$ cat config.mk
export PLATFORM = sky130hd
export DESIGN_NAME = digit_counter
export DESIGN_NICKNAME = d
export VERILOG_FILES = /design/src/rtl/digit_counter.sv
export SDC_FILE = /design/constraint.sdc
export NUM_CORES = 1
export LEC_CHECK = 0
export CORE_AREA = 2 2 39 41
export CTS_CLUSTER_SIZE = 30
export DETAILED_ROUTE_END_ITERATION = 16
export DIE_AREA = 0 0 41 43
export GPL_ROUTABILITY_DRIVEN = 0
export PLACE_DENSITY_LB_ADDON = 0.08
export SLEW_MARGIN = 10
export SYNTH_ARGS = -nofsm -noshare
export SYNTH_HDL_FRONTEND = slang
export SYNTH_SLANG_ARGS = --single-unit
$ cat constraint.sdc
create_clock -name clk -period 1.4 [get_ports clk]
set_input_delay 0.28 -clock clk [delete_from_list [all_inputs] [get_ports clk]]
set_output_delay 0.28 -clock clk [all_outputs]
set_load 0.01 [all_outputs]
$ cat src/rtl/digit_counter.sv
// digit_counter: single-digit modulo counter stage for the stopwatch datapath.
// The current digit comes in on numberIn (normally numberOut fed back) and the
// registered successor, wrapping MAX_VALUE -> 0, appears on numberOut.
module digit_counter #(
    parameter int WIDTH     = 4,
    parameter int MAX_VALUE = 9
) (
    input  logic             clk,
    input  logic             rst,
    input  logic             enable,
    input  logic [WIDTH-1:0] numberIn,
    output logic [WIDTH-1:0] numberOut
);

    // Limit and increment carried at WIDTH+1 bits so an all-ones input cannot
    // silently wrap back into the legal range.
    localparam logic [WIDTH:0] MAXV = (WIDTH + 1)'(MAX_VALUE);

    logic [WIDTH:0]   succ;
    logic [WIDTH-1:0] next;

    // Successor of the incoming digit; anything past MAX_VALUE (normal wrap or
    // an illegal input digit) collapses to zero, so the stage self-corrects.
    always_comb begin
        succ = {1'b0, numberIn} + (WIDTH + 1)'(1);
        next = '0;
        if (succ <= MAXV)
            next = succ[WIDTH-1:0];
    end

    // Digit register: reset wins over enable; with enable low the digit holds.
    always_ff @(posedge clk) begin
        if (rst)
            numberOut <= '0;
        else if (enable)
            numberOut <= next;
    end

endmodule

[Word-level counts from Yosys, hierarchy flattened]
Index checks and enable logic that the tools add are counted.
Widths: inputs -> output; s select.
Storage, ports and cells
  bits in registers: 4
  bits of input ports: 7
Cells by class
  add/sub/neg operators: 1
  order comparisons: 1
  mux-type cells: 1
Operators with widths (number)
  $add 4x1->5 const B: 1
  $le 5x4->1 const B: 1
  $mux 4: 1

[Longest topological paths before layout]
  word-level depth: 3
  mapped depth: 6

[Worst setup path after synthesis]
No wires, ideal clock.
  path kind: input to register
  start point: in numberIn[0]
  end point: reg numberOut[1]
  arrival: 1142 ps
  required time: 1284 ps
  setup slack: 142 ps
  stages on the path: 5
  buffers on the path: 0
  path through: ha_1 and3b_2 o22ai_2 a211oi_2 a31o_1
Between the ends
  longest elaborated chain between the ends: 3
RTL lines
  from (decl): line 11  | input logic [WIDTH-1:0] numberIn,
  $add 4x1->5 (*): line 25  | succ = {1'b0, numberIn} + (WIDTH + 1)'(1);
  $le 5x4->1: line 27  | if (succ <= MAXV)
  $mux 4 (*): line 27
  to (signal assigned): line 36  | numberOut <= next;
  to (decl): line 12  | output logic [WIDTH-1:0] numberOut
Every way passes the cells marked *; elsewhere a longest branch is shown, timed or not.
A chain may end at the register's enable or synchronous reset.

[Worst setup path in the final report]
Same ends and word-level chain as after synthesis.

==> metrics.txt <==
Final min period=1.32 ns; area of the core=approximately 0.0014 sq mm; Final #Nets=63; vias in the first global route=324; P&R area growth vs syn=77.7%; Synth top area share=29.1%; routed wire length=691 um; list of most frequent post-synthesis cells=dfxtp_1 (4), inv_1 (4), nand2_1 (4); Reg with most FFs=numberOut; CP Cell Sequence=dlygate4sd2_1, ha_2, and3b_2, o22ai_2, a211oi_2, a31o_1; area leader, netlist=dfxtp_1; worst-path fanout max=4; CP endpoint kind=register; worst path required time=1.52 ns; Worst path slowest cell=dlygate4sd2_1; syn nets=40; initial antenna violation count=0; Synth Warn #=0; Lkg Pwr=0.299 nW; num ports=11; critical path's top delay family=compound AO/OA/AOI/OAI gates; grt met3 use=between 3 and 4%; initial DRC count=6; synthesized flop and latch total=4; Final period util=roughly 94%; pwr dens=726 mW/mm^2; hpwl dp=566 um; WL/cell=10.2 um; Final WS setup=0.0796 ns; Clock transition at path regs=0.04 ns; Sw Share=24.1%; Largest register FFs=4; Pre-antenna DRT Iters=2; dpl ws=-0.411 ns; Die ar.=0.00176 sq mm; drt via density=4.24; Residual DRC=0; DIE WIDTH=41 um; total congestion overflow=0; worst hold slack=between 0.4 and 0.5 ns; Top FF cell, synth=dfxtp_1; Avg Inst Size Synth=about 8.9 sq um; Area contributors post-synth=dfxtp_1 (29%), ha_1 (9.1%), xor2_1 (6.4%); worst rel slew slack=82.8%; clock power share=39.0%; first-pass GRT wire length=1240 um; Die Span Y=43 um; number of antenna diodes=0; Via Count=roughly 290; Max-Cap Viols=0; grt met1 use=11.6%; EDFF count, synth=0; GR Util met2=15.9%; Largest regs=numberOut: 4 flops; Int Power=approximately 0.00027 W; Power Total=0.000355 W; Unique masters post-synth=18; GRT Total Usage=10.9%; Mapped Area=275 sq um; Async SR Flop Fraction=0%; post-synthesis sequential area ratio=29.1%; worst vdd ir=0.402 mV; kind of critical path=in -> reg; CTS tree=yes; share of cells above drive strength 1=32.7%; crit start category=primary input; Slew Viols, Final=0; Clock Root Buffer=clkbuf_4; outcome=completed; synthesized instance count=31; Peak Freq=757 MHz; sequential cell fraction of total power=between 30% and 40%; TritonCTS buffer count=3; Top Usage Layer GRT=met2; sw power=0.0000855 W; Final ANT Viol Nets=0; Worst Skew=0 ns; Fin Setup TNS=0 ns; # rows=14; Buf/Inv on CP=1; Final Hold Viols=0; Initial Util=19.9%; port buffer count=10; CTS sink count=4; Hold Path Class=reg -> reg; Comb pwr share=26.6%; arrival time at the worst endpoint=around 1.4 ns; pin count of the biggest net entering global routing=6; RSZ-0062 raised after global routing=false; H-tree level count=1; clk buf depth=2; CP max stage delay=0.26 ns; clock latency at the later pin of the worst-skew pair=0.23 ns; post-CTS setup buffer count=0; Setup Viol. Count Final=0; worst slew pin tran=0.254 ns
==> power by group through the flow <==
stage	Clock, W	Sequential, W	Combinational [W]
finish	0.000139	0.000122	0.0000944
global route	0.000161	0.000123	0.000105
CTS	0.000147	0.000123	0.0000978
detailed placement	0	0.000124	0.0000996
global placement	0	0.000124	0.0000987
floorplan	0	0.000127	0.0000360
==> layout make-up <==
class                           count  area (sq um)
Timing Repair Buffer               18           169
Clock buffer                        3          22.5
Inverter                            4          15.0
Tap cell                           16          20.0
Sequential cell                     4          80.1
Multi-Input combinational cell     23           183
Fill cell                         154           895
==> routing by layer <==
metal / routed length (um) / part of all wire, % / vias to the layer above
li1: - / - / 150
met1: 305 / 44 / 130
met2: 353 / 51 / 6
met3: 24 / 3.5 / 2
met4: 8 / 1.2 / 0
met5: 0 / 0 / -
==> logic make-up (layout without fill, tap and decap cells) <==
logic type	after synthesis	in the layout	synth area share, %
DFF	4	4	29.1
xor gates and xnor gates	2	2	6.36
and+or+nand+nor	11	11	22.3
adders and majority gates	2	2	9.09
buffers and inverters	4	25	5.45
AOI/OAI and AO/OA	7	7	22.3
muxes	1	1	5.45
==> placed cells by master (no fill, tap or decap), types with 2 or more instances in the layout <==
cell | synthesis | final
nand3_1 | 2 | 2
nand2_1 | 4 | 4
dlygate4sd2_1 | 0 | 3
buf_4 | 0 | 8
clkbuf_4 | 0 | 3
xor2_1 | 2 | 2
dfxtp_1 | 4 | 4
inv_1 | 4 | 4
dlymetal6s2s_1 | 0 | 5
a21oi_1 | 2 | 2
clkdlybuf4s50_1 | 0 | 2
==> timing repair <==
| item | 4_1_cts | 5_1_grt |
|---|---|---|
| hold buffers | 0 | 0 |
| setup endpoints to repair | 3 | 5 |
| resized for setup | 4 | 5 |
| pin swaps | 0 | 0 |
==> path summary, 6_finish.rpt <==
path	start	to	slack, ns	cells after the start
setup reg to reg	numberOut[1]	numberOut[1]	0.80	1
hold reg to reg	numberOut[0]	numberOut[0]	0.45	2
hold / removal	numberOut[0]	numberOut[0]	0.45	2
setup / recovery	numberIn[0]	numberOut[1]	0.08	6
==> through the flow <==
stage	instance area [sq um]	instances	utilization [%]
floorplan	275	31	-
global placement	455	65	32.9
detailed placement	455	65	32.9
CTS	477	68	34.4
global route	489	68	35.4
finish	489	68	35.4
Power figures use the tool's default switching activity.
